File: config.mk
export PLATFORM = sky130hd
export DESIGN_NAME = debounce_multi_flat
export DESIGN_NICKNAME = d
export VERILOG_FILES = /design/src/rtl/debounce_multi_if.sv /design/src/rtl/debounce_multi.sv /design/src/flat_wrapper.sv
export SDC_FILE = /design/constraint.sdc
export NUM_CORES = 1
export LEC_CHECK = 0
export BUFFER_PORTS_ARGS = -buffer_cell sky130_fd_sc_hd__buf_4
export CELL_PAD_IN_SITES_DETAIL_PLACEMENT = 0
export CELL_PAD_IN_SITES_GLOBAL_PLACEMENT = 1
export CORE_ASPECT_RATIO = 0.9
export CORE_MARGIN = 1.5
export CORE_UTILIZATION = 49
export CTS_CLUSTER_SIZE = 24
export DETAILED_ROUTE_END_ITERATION = 6
export GPL_ROUTABILITY_DRIVEN = 0
export PLACE_DENSITY_LB_ADDON = 0.1
export SYNTH_ARGS = -nofsm -noshare
export SYNTH_HDL_FRONTEND = slang
export SYNTH_SLANG_ARGS = --single-unit
export TNS_END_PERCENT = 10
File: constraint.sdc
create_clock -name clk -period 3.5 [get_ports clk]
set_clock_uncertainty 0.15 [all_clocks]
set_input_delay 0.35 -clock clk [delete_from_list [all_inputs] [get_ports clk]]
set_output_delay 0.35 -clock clk [all_outputs]
set_load 0.005 [all_outputs]
File: src/rtl/debounce_multi_if.sv
`default_nettype none
// ============================================================================
// Module      : debounce_multi_if
// Description : Bundles the raw inputs and debounced outputs of debounce_multi.
// Revision    : 1.0 - initial release
// ============================================================================
interface debounce_multi_if #(
    parameter int N = 4
);
    logic [N-1:0] btn_in;
    logic [N-1:0] btn_db;
    logic [N-1:0] rise;
    logic [N-1:0] fall;
    logic [N-1:0] hold;
    logic [N-1:0] hold_pulse;

    // master drives the pins (board side); slave is the debouncer itself
    modport master (
        output btn_in,
        input  btn_db,
        input  rise,
        input  fall,
        input  hold,
        input  hold_pulse
    );

    modport slave (
        input  btn_in,
        output btn_db,
        output rise,
        output fall,
        output hold,
        output hold_pulse
    );
endinterface
`default_nettype wire

File: src/rtl/debounce_multi.sv
`default_nettype none
// ============================================================================
// Module      : debounce_multi
// Description : N-channel debouncer with press/release pulses and hold detect.
// Revision    : 1.0 - initial release
// ============================================================================
module debounce_multi #(
    parameter int N           = 4,
    parameter int DELAY       = 100000,
    parameter int HOLD_CYCLES = 0,
    parameter int ACTIVE_LOW  = 0
) (
    input  wire logic        clk,
    input  wire logic        rst,
    debounce_multi_if.slave  bus
);
    localparam int             CW         = (DELAY > 0) ? $clog2(DELAY + 1) : 1;
    localparam logic [CW-1:0]  c_cnt_last = CW'(DELAY - 1);

    logic [N-1:0] w_raw;
    logic [N-1:0] w_db;
    logic [N-1:0] w_rise;
    logic [N-1:0] w_fall;
    logic [N-1:0] w_hold;
    logic [N-1:0] w_hold_pulse;

    assign w_raw = (ACTIVE_LOW != 0) ? ~bus.btn_in : bus.btn_in;

    for (genvar i = 0; i < N; i++) begin : g_ch
        logic          s1_q, s1_d;
        logic          s2_q, s2_d;
        logic          db_q, db_d;
        logic          rise_q, rise_d;
        logic          fall_q, fall_d;
        logic [CW-1:0] cnt_q, cnt_d;

        // The counter measures consecutive disagreement between the
        // synchronised input and the accepted level; any agreement restarts it.
        always_comb begin
            s1_d  = w_raw[i];
            s2_d  = s1_q;
            db_d  = db_q;
            cnt_d = '0;
            if (s2_q != db_q) begin
                if (cnt_q == c_cnt_last) begin
                    db_d  = s2_q;
                    cnt_d = '0;
                end else begin
                    cnt_d = cnt_q + CW'(1);
                end
            end
            rise_d = db_d & ~db_q;
            fall_d = ~db_d & db_q;
        end

        always_ff @(posedge clk) begin
            if (rst) begin
                s1_q   <= 1'b0;
                s2_q   <= 1'b0;
                db_q   <= 1'b0;
                cnt_q  <= '0;
                rise_q <= 1'b0;
                fall_q <= 1'b0;
            end else begin
                s1_q   <= s1_d;
                s2_q   <= s2_d;
                db_q   <= db_d;
                cnt_q  <= cnt_d;
                rise_q <= rise_d;
                fall_q <= fall_d;
            end
        end

        assign w_db[i]   = db_q;
        assign w_rise[i] = rise_q;
        assign w_fall[i] = fall_q;

        if (HOLD_CYCLES > 0) begin : g_hold
            localparam int             HW         = $clog2(HOLD_CYCLES + 1);
            localparam logic [HW-1:0]  c_hold_max = HW'(HOLD_CYCLES);

            logic [HW-1:0] hcnt_q, hcnt_d;
            logic          hold_q, hold_d;
            logic          hpulse_q, hpulse_d;
            logic          w_hold_set;

            // Gating with db_d makes hold drop on the very edge btn_db falls.
            always_comb begin
                hcnt_d = '0;
                if (db_q) begin
                    hcnt_d = (hcnt_q == c_hold_max) ? hcnt_q : hcnt_q + HW'(1);
                end
                w_hold_set = db_q && (hcnt_q != c_hold_max) && (hcnt_d == c_hold_max);
                hold_d     = db_d & (hold_q | w_hold_set);
                hpulse_d   = db_d & w_hold_set;
            end

            always_ff @(posedge clk) begin
                if (rst) begin
                    hcnt_q   <= '0;
                    hold_q   <= 1'b0;
                    hpulse_q <= 1'b0;
                end else begin
                    hcnt_q   <= hcnt_d;
                    hold_q   <= hold_d;
                    hpulse_q <= hpulse_d;
                end
            end

            assign w_hold[i]       = hold_q;
            assign w_hold_pulse[i] = hpulse_q;
        end else begin : g_no_hold
            assign w_hold[i]       = 1'b0;
            assign w_hold_pulse[i] = 1'b0;
        end
    end

    assign bus.btn_db     = w_db;
    assign bus.rise       = w_rise;
    assign bus.fall       = w_fall;
    assign bus.hold       = w_hold;
    assign bus.hold_pulse = w_hold_pulse;

endmodule
`default_nettype wire
File: src/flat_wrapper.sv
// flat-port wrapper written by rule: the top's interface ports become plain ports
module debounce_multi_flat 
#(
    parameter int N           = 4,
    parameter int DELAY       = 100000,
    parameter int HOLD_CYCLES = 0,
    parameter int ACTIVE_LOW  = 0
)
  (clk, rst, bus_btn_in, bus_btn_db, bus_rise, bus_fall, bus_hold, bus_hold_pulse);
  debounce_multi_if #(.N(N)) bus_i ();
  input  wire logic clk;
  input  wire logic rst;
  input wire logic [$bits(bus_i.btn_in)-1:0] bus_btn_in;
  output wire logic [$bits(bus_i.btn_db)-1:0] bus_btn_db;
  output wire logic [$bits(bus_i.rise)-1:0] bus_rise;
  output wire logic [$bits(bus_i.fall)-1:0] bus_fall;
  output wire logic [$bits(bus_i.hold)-1:0] bus_hold;
  output wire logic [$bits(bus_i.hold_pulse)-1:0] bus_hold_pulse;
  assign bus_i.btn_in = bus_btn_in;
  assign bus_btn_db = bus_i.btn_db;
  assign bus_rise = bus_i.rise;
  assign bus_fall = bus_i.fall;
  assign bus_hold = bus_i.hold;
  assign bus_hold_pulse = bus_i.hold_pulse;
  debounce_multi #(.N(N), .DELAY(DELAY), .HOLD_CYCLES(HOLD_CYCLES), .ACTIVE_LOW(ACTIVE_LOW)) u_core (.clk(clk), .rst(rst), .bus(bus_i));
endmodule
# Yosys cells after proc, flatten, opt, wreduce, memory -nomap -nowiden
# Index checks and enable logic that the tools add are counted.
[classes] n_eq_ne=8 bitwise=20 n_addsub=4 muxes=8 reduce_logical=4
[ops] operator="17-bit by 1-bit adder with 17-bit output (second input constant)" count=4
[ops] operator="17-bit equality test (second input constant)" count=4
[ops] operator="1-bit NOT" count=12
[ops] operator="3-bit OR reduction" count=4
[ops] operator="1-bit AND" count=8
[ops] operator="1-bit two-way mux" count=8
[ops] operator="1-bit inequality test" count=4
[totals] in_bits=6 wordCells=68 reg_bits=88

# Longest topological paths before layout
# Gate-level depths: netlist (run 1).
[logic_depth] word_depth=5 ltp_mapped=7

# Worst setup path before layout (run 1)
# Ideal clock, no wire load.
[synth_timing] path_type="flip-flop to flip-flop" from="reg u_core.g_ch[1].cnt_q[0]" to="reg u_core.g_ch[1].cnt_q[10]" path_stages_with_launch=8 setup_ns=0.117 arrival_ns=1.589 n_path_buf=2 setup_slack_ns=1.644 cell_sequence="dfxtp_1 -> ha_1 -> and4_1 -> clkbuf_1 -> nand4_1 -> nand2b_1 -> buf_2 -> nor2_1"
[synth_between] elab_chain_len=2
[synth_rtl] element="from (decl)" line="debounce_multi.sv:35" text="logic [CW-1:0] cnt_q, cnt_d;"
[synth_rtl] element="from (signal assigned)" line="debounce_multi.sv:68" text="cnt_q <= cnt_d;"
[synth_rtl] element="parallel branches: the longest is 2 deep, another holds 17-bit by 1-bit adder with 17-bit output"
# Parallel ways; which one is timed is not known.
# A chain may end at the register's enable or synchronous reset.

# Worst setup path after layout (run 1)
[layout_timing] from="reg u_core.g_ch[1].cnt_q[0]" to="reg u_core.g_ch[1].cnt_q[6]"
# Same word-level chain as after synthesis.

==> results of run 1 <==
-- placed cells by master (no fill, tap or decap), drive strengths merged --
cell type and count:
a21o 2, a21oi 6, and3 5, and3b 2, and4 4, and4b 2
buf 17, bufinv 1, clkbuf 11, clkinv 3, clkinvlp 1, conb 8
dfxtp 88, ha 4, inv 13, mux2i 4, nand2 12, nand2b 10
nand3 29, nand4 26, nor2 71, nor2b 8, nor3 13, nor4 17
nor4b 6, nor4bb 5, o21ai 4, o31ai 2, or2 4, or3 3
or4 4, or4b 2, xnor2 36, xor2 20
-- power by group --
part / internal, mW / leakage (nW) / switching [mW]
Clock: 0.348 / 0.0993 / 0.350
Combinational: 0.00910 / 0.497 / 0.0149
Sequential: 1.01 / 0.710 / 0.00385
-- worst paths after layout --
| check | start | endpoint | slack (ns) | cells past startpoint |
|---|---|---|---|---|
| setup / recovery | u_core.g_ch[1].cnt_q[0] | u_core.g_ch[1].cnt_q[6] | 1.41 | 5 |
| hold / removal | bus_btn_in[0] | u_core.g_ch[0].s1_q | 0.05 | 2 |
| setup reg to reg | u_core.g_ch[1].cnt_q[0] | u_core.g_ch[1].cnt_q[6] | 1.41 | 5 |
| hold reg to reg | u_core.g_ch[2].s1_q | u_core.g_ch[2].s2_q | 0.29 | 1 |
-- registers in the layout, indices dropped and copies added, names as in the netlist --
signal,count
u_core.g_ch.fall_q,4
u_core.g_ch.rise_q,4
u_core.g_ch.s2_q,4
u_core.g_ch.db_q,4
u_core.g_ch.cnt_q,68
u_core.g_ch.s1_q,4
-- cell usage after synthesis (2+ instances only) --
cell type and n:
and3_1 5, inv_1 13, nand3_1 28, or4_1 3, nor4b_1 6, nor2_1 71
a21o_1 2, nor4bb_1 5, mux2i_1 4, xor2_1 20, and3b_1 2, buf_2 4
nor3_1 13, buf_4 20, a21oi_1 6, ha_1 4, clkbuf_1 9, or2_2 3
dfxtp_1 88, o21ai_0 4, or3_1 3, o31ai_1 2, nor2b_1 8, nand2b_1 10
nand2_1 12, xnor2_1 36, and4_1 4, nor4_1 17, nand4_1 26
-- layout make-up --
| class | instances | area share (%) |
|---|---|---|
| sequential | 88 | 42.3 |
| clock buffer | 11 | 3.40 |
| tap | 96 | 2.89 |
| timing repair buffer | 17 | 3.07 |
| clock inverter | 5 | 1.35 |
| inverter | 13 | 1.17 |
| multi-input combinational | 309 | 45.8 |
-- per-layer routing --
metal	wire (um)	part of all wire (%)
met1	3620	53
met2	2880	42
met3	296	4.3
met4	87	1.3
met5	0	0
-- cell families after synthesis --
| family | after synthesis | share of synthesized area [%] |
|---|---|---|
| XOR/XNOR | 56 | 12.6 |
| other | 1 | 0.0962 |
| multiplexers | 4 | 1.03 |
| flip-flops | 88 | 45.2 |
| adder cells (fa/ha/maj) | 4 | 1.28 |
| buffers and inverters | 47 | 6.61 |
| AO/OA/AOI/OAI | 14 | 2.05 |
| AND/OR/NAND/NOR | 223 | 31.1 |
-- stage by stage --
stage | total power, mW | utilization, %
after floorplan | 1.06 | -
after global placement | 1.06 | 52.0
after detailed placement | 1.06 | 52.0
after CTS | 1.76 | 54.6
after global routing | 1.81 | 54.6
final | 1.73 | 54.6
-- critical path, delay by kind of cell, from the launching register on --
family | cells | cell delay [ns]
flip-flops | 1 | 0.41
adder cells (fa/ha/maj) | 1 | 0.23
AND/OR/NAND/NOR | 4 | 1.18
==> Flow_metrics.wiki, run 1 <==
{| class="wikitable"
! Metric !! Value
|-
| TritonCTS clock tree || built
|-
| Met1 Track Usage GR || 24.0%
|-
| Gr usage total || 17.5%
|-
| Filler cell count || between 600 and 700
|-
| H-tree depth || 3
|-
| Outcome || finished clean
|-
| Count of cell types in the netlist || 38
|-
| Critical-path top delay cell || nand2b_1
|-
| Class of the tightest hold or removal check || primary input to register
|-
| Dominant cell type by area after synthesis || dfxtp_1
|-
| Maximum cell stage delay along the critical path || 0.49 ns
|-
| Hold_buf cts || 0
|-
| Vertical extent of the die || 87.6 um
|-
| Post-detailed-routing wire length || 6880 um
|-
| Kind of start point of the critical path || register
|-
| CP Data Arrival Time || 2.17 ns
|-
| Area of the die || 8500 um2
|-
| Met2 track utilization from global routing || 26.9%
|-
| Total number of clock tree sinks || just under 90
|-
| Cell breakdown of the critical path || ha_1 -> and4_1 -> nand4_1 -> nand2b_1 -> nor2_1
|-
| Final setup TNS || 0 ns
|-
| Min cycle time layout || 2.09 ns
|-
| Clock root buffer master || clkbuf_8
|-
| Clock transition at the register clock pins on the worst setup and hold paths after CTS || 0.08 ns
|-
| Met3 track demand over resource in global routing || between 4 and 5%
|-
| Number of resized instances in the post-cts repair step || 0
|-
| Violation count after the first detailed-route iteration || 82
|-
| Max Buffers Root-to-Sink || 2
|-
| Least-Margin Pin Slew || 0.583 ns
|-
| Setup repair after global routing missed its margin || false
|-
| Number of buffers added by the clock tree synthesis step || 9
|-
| Detailed-route wire length per cell || ~13 um
|-
| Netlist Area Pre-Place || between 3000 and 4000 um2
|-
| Post-synth EDFFs || 0
|-
| Max Clk Rate || between 400 and 500 MHz
|-
| Post-CTS repair timing setup buffer count || 0
|-
| Pwr Density || 416 nW/um2
|-
| Clock insertion delay at the later pin of the skew report || 0.36 ns
|-
| Final hold viol count || 0
|-
| HPWL after detailed placement || 4680 um
|-
| Period utilisation layout || approximately three fifths
|-
| Area share of the largest cell type after synthesis || 45.2%
|-
| Number of global-route vias before repair || 2561
|-
| Critical Setup Path Class || register to register
|-
| FF+latch count, synth || 88
|-
| Number of iterations in the first detailed-routing pass || 4
|-
| Largest fanout on the critical path || 15
|-
| Max cap viols || 0
|-
| Area of the multi-input gates || 1900 um2
|-
| Slew Limit Fails || 0
|-
| Ratio of cells with drive above 1 in the final layout || 8.80%
|-
| Worst rel slew slack || 61.2%
|-
| Die X-Extent || 97.0 um
|-
| Antenna violations before repair || 0
|-
| Part of the Yosys area used for sequential elements || approximately 45%
|-
| Place WS || approximately 1.4 ns
|-
| Final Instance Area || around 4200 um2
|-
| Largest net degree at the start of global routing || 23
|-
| Synthesized area divided by synthesized cell count || 8.92 um2
|-
| Peak supply drop || 0.000257 V
|-
| Count of warnings emitted by yosys || 0
|-
| Worst endpoint required time || approximately 3.6 ns
|-
| Final hold slack || 0.0513 ns
|-
| Routed via count || 2860
|-
| Vias per Instance || 5.31
|-
| Post-layout instance count excluding filler cells || 539
|-
| # placed instances || about 520
|-
| Number of buffers inserted by port buffering || 17
|-
| Asr flop ratio synth || 0%
|-
| Number of setup violations in the final report || 0
|-
| Overall overflow remaining after global route || 0
|-
| Endpoint type of the worst setup path || register
|-
| Global route hottest layer || met2
|-
| Synth area leaders || dfxtp_1 45%, xnor2_1 8.1%, nor2_1 6.8%, xor2_1 4.5%, nand4_1 4.2%
|-
| Syn-to-layout area delta || 6.74%
|-
| Top-level port count || 26
|-
| Static Leakage || 1.31 nW
|-
| Cell count after synthesis || 437
|-
| Post-detailed-route DRC marker count || 0
|-
| Core Box Area || about 7600 um2
|-
| Global-route wire length before repair || 12000 um
|-
| Num rows || 30
|-
| Final setup slack of the worst path || around 1.4 ns
|-
| Area taken by flip-flops and latches || 1760 um2
|-
| Post-layout net count || 448
|-
| Flip-flop cell with the highest count after synthesis || dfxtp_1
|-
| Area after detailed placement || 3960 um2
|-
| Antenna diodes || 0
|-
| Post-route antenna net violation count || 0
|-
| Starting density of the core || 51.1%
|}
Note: power is estimated with default switching activity, not from simulation.
==> run 2, diff against run 1 <==
--- a/config.mk
+++ b/config.mk
@@ -10,7 +10,7 @@
 export CELL_PAD_IN_SITES_GLOBAL_PLACEMENT = 1
 export CORE_ASPECT_RATIO = 0.9
 export CORE_MARGIN = 1.5
-export CORE_UTILIZATION = 49
+export CORE_UTILIZATION = 46
 export CTS_CLUSTER_SIZE = 24
 export DETAILED_ROUTE_END_ITERATION = 6
 export GPL_ROUTABILITY_DRIVEN = 0
==> constraint.sdc (replaced) <==
create_clock -name clk -period 2.17 [get_ports clk]
set_clock_uncertainty 0.15 [all_clocks]
set_input_delay 0.217 -clock clk [delete_from_list [all_inputs] [get_ports clk]]
set_output_delay 0.217 -clock clk [all_outputs]
set_load 0.005 [all_outputs]
==> run 2 against run 1 <==
Compared with the run above:
- wire length is 0.33% lower
- first-iteration DRC count is 11% lower
- sequential power is 61% higher
- critical path depth stayed put
- fmax is 10% higher
- die area is 6.3% higher
- register-to-register slack worse by 1.1 ns
==> Flow_metrics.wiki, run 2 (synthesis results as in run 1) <==
{| class="wikitable"
! Metric !! Value
|-
| Area of the die || 9030 um2 (was 8500 um2)
|-
| Detailed-route wire length per cell || 12.4 um (was 12.8 um)
|-
| Peak supply drop || 0.000424 V (was 0.000257 V)
|-
| Syn-to-layout area delta || 10.8% (was 6.74%)
|-
| Outcome || finished clean (unchanged)
|-
| Switching Fraction || 19.5% (was 21.3%)
|-
| Clock insertion delay at the later pin of the skew report || 0.36 ns (about the same)
|-
| Clock root buffer master || clkbuf_8 (unchanged)
|-
| CP startpoint || u_core.g_ch[2].cnt_q[0] (was u_core.g_ch[1].cnt_q[0])
|-
| TritonCTS clock tree || built (unchanged)
|-
| Internal power || 2.47 mW (was 1.36 mW)
|-
| Max Clk Rate || 527 MHz (was 478 MHz)
|-
| Min cycle time layout || 1.90 ns (was 2.09 ns)
|-
| Gr usage total || 16.8% (was 17.5%)
|-
| Class of the tightest hold or removal check || primary input to register (unchanged)
|-
| Fraction of power consumed by sequential logic || 53.0% (was 58.3%)
|-
| Static Leakage || 1.38 nW (was 1.31 nW)
|-
| Total number of clock tree sinks || 88 (unchanged)
|-
| Vias per Instance || 5.17 (was 5.31)
|-
| Antenna violations before repair || 0 (unchanged)
|-
| Number of resized instances in the post-cts repair step || 0 (unchanged)
|-
| Top-level port count || 26 (unchanged)
|-
| Max Buffers Root-to-Sink || 2 (unchanged)
|-
| Period utilisation layout || 87.5% (was 59.7%)
|-
| Highest-count cells in the layout ignoring fill and taps || 88 x dfxtp_1, 71 x nor2_1, 36 x xnor2_1, 28 x nand3_1, 26 x nand4_1 (unchanged)
|-
| Slew Limit Fails || 0 (unchanged)
|-
| Violation count after the first detailed-route iteration || 73 (was 82)
|-
| # placed instances || 532 (was 523)
|-
| Post-detailed-routing wire length || 6860 um (was 6880 um)
|-
| Commonest non-fill, non-tap cell in the layout || dfxtp_1 (unchanged)
|-
| Core Box Area || 8150 um2 (was 7620 um2)
|-
| Num rows || 31 (was 30)
|-
| Post-route antenna net violation count || 0 (unchanged)
|-
| Hold_buf cts || 4 (was 0)
|-
| Final setup TNS || 0 ns (unchanged)
|-
| Clock transition at the register clock pins on the worst setup and hold paths after CTS || 0.09 ns (was 0.08 ns)
|-
| Global-route wire length before repair || 12000 um (about the same)
|-
| Endpoint type of the worst setup path || register (unchanged)
|-
| Pwr Density || 711 nW/um2 (was 416 nW/um2)
|-
| H-tree depth || 3 (unchanged)
|-
| Number of buffers added by the clock tree synthesis step || 9 (unchanged)
|-
| Largest fanout on the critical path || 6 (was 15)
|-
| Routed via count || 2855 (was 2860)
|-
| Worst endpoint required time || 2.27 ns (was 3.58 ns)
|-
| Final hold viol count || 0 (unchanged)
|-
| Number of iterations in the first detailed-routing pass || 4 (unchanged)
|-
| Post-CTS repair timing setup buffer count || 0 (unchanged)
|-
| Number of global-route vias before repair || 2537 (was 2561)
|-
| Critical Setup Path Class || register to register (unchanged)
|-
| Overall overflow remaining after global route || 0 (unchanged)
|-
| Top reg by flops || u_core.g_ch.cnt_q (unchanged)
|-
| CP Data Arrival Time || 2.00 ns (was 2.17 ns)
|-
| Kind of cell adding the most delay to the critical path || simple AND/OR/NAND/NOR gates (unchanged)
|-
| Number of setup violations in the final report || 0 (unchanged)
|-
| Max cap viols || 0 (unchanged)
|-
| Post-layout instance count excluding filler cells || 552 (was 539)
|-
| Proportion of power drawn by combinational gates || 1.6% (was 1.4%)
|-
| Vertical extent of the die || 90.3 um (was 87.6 um)
|-
| Ratio of cells with drive above 1 in the final layout || 10.2% (was 8.80%)
|-
| Post-layout net count || 458 (was 448)
|-
| Largest net degree at the start of global routing || 23 (unchanged)
|-
| HPWL after detailed placement || 4750 um (was 4680 um)
|-
| Maximum cell stage delay along the critical path || 0.54 ns (was 0.49 ns)
|-
| Max reg flops || 68 (unchanged)
|-
| Critical-path top delay cell || or4_1 (was nand2b_1)
|-
| Kind of start point of the critical path || register (unchanged)
|-
| Bufs and invs on worst path || 0 (unchanged)
|-
| Cell breakdown of the critical path || ha_1 -> nand4_1 -> or4_1 -> xor2_1 -> nor2_1 (was ha_1 -> and4_1 -> nand4_1 -> nand2b_1 -> nor2_1)
|-
| Die X-Extent || 100 um (was 97.0 um)
|-
| Antenna diodes || 0 (unchanged)
|-
| Startpoint of the worst hold path || rst (was bus_btn_in[0])
|-
| Starting density of the core || 47.8% (was 51.1%)
|-
| Post-detailed-route DRC marker count || 0 (unchanged)
|-
| Number of buffers inserted by port buffering || 17 (unchanged)
|-
| Switching power of the nets || 600 uW (was 368 uW)
|-
| Launch point of the worst reg-to-reg path || u_core.g_ch[2].cnt_q[0] (was u_core.g_ch[1].cnt_q[0])
|-
| Clock share of power || 45.4% (was 40.3%)
|-
| FF-to-FF setup slack || 0.27 ns (was 1.41 ns)
|-
| Setup repair after global routing missed its margin || false (unchanged)
|}
==> run 2: cell count changes in the layout (fill, tap and decap cells not counted), sizes merged <==
cell         previous run  this run
bufinv                  1         3
buf                    17        23
dlygate4sd3             0         4
clkinv                  3         1
==> run 2: final cells by class <==
type                            count  area, um2
Timing Repair Buffer               27        225
Clock buffer                       11        151
Clock inverter                      5        103
Inverter                           13       48.8
Multi-Input combinational cell    309       1900
Fill cell                         778       3830
Tap cell                           99        124
Sequential cell                    88       1760
==> run 2: final timing paths <==
path,to,depth (start not counted)
setup / recovery,u_core.g_ch[2].cnt_q[10],5
hold / removal,u_core.g_ch[1].s1_q,2
setup reg to reg,u_core.g_ch[2].cnt_q[10],5
hold reg to reg,u_core.g_ch[0].s2_q,1
==> run 2: worst reg2reg max path, delay by kind of cell, from the launching register on <==
family / cells / cell delay, ns
xor gates and xnor gates: 1 / 0.15
and+or+nand+nor: 3 / 0.82
DFF: 1 / 0.41
adders and majority gates: 1 / 0.25
==> run 2: routing by layer <==
metal | vias to the layer above | share of wire (%) | global-route usage, %
met5 | - | 0 | 0
met4 | 0 | 1.7 | 6.69
met3 | 11 | 4.1 | 5.34
met2 | 51 | 42 | 24.1
met1 | 1295 | 53 | 23.3
li1 | 1498 | - | -
==> run 2: power groups by stage <==
stage          Combinational, mW  Clock (mW)  Sequential, mW
2_1_floorplan             0.0377           0            1.67
6_report                  0.0492        1.39            1.63
3_5_place_dp              0.0447           0            1.67
3_3_place_gp              0.0445           0            1.67
4_1_cts                   0.0504        1.45            1.63
5_1_grt                   0.0566        1.53            1.63
==> run 2: metrics by stage <==
stage	worst slack (ns)	util, %	area (um2)	hold slack, ns	power (mW)
floorplan	0.314	-	3920	0.195	1.70
global placement	0.337	49.4	4020	0.267	1.71
detailed placement	0.296	49.4	4020	0.282	1.71
CTS	0.285	53.0	4320	0.0184	3.13
global route	0.128	53.0	4320	0.0330	3.22
finish	0.271	53.0	4320	0.0347	3.07
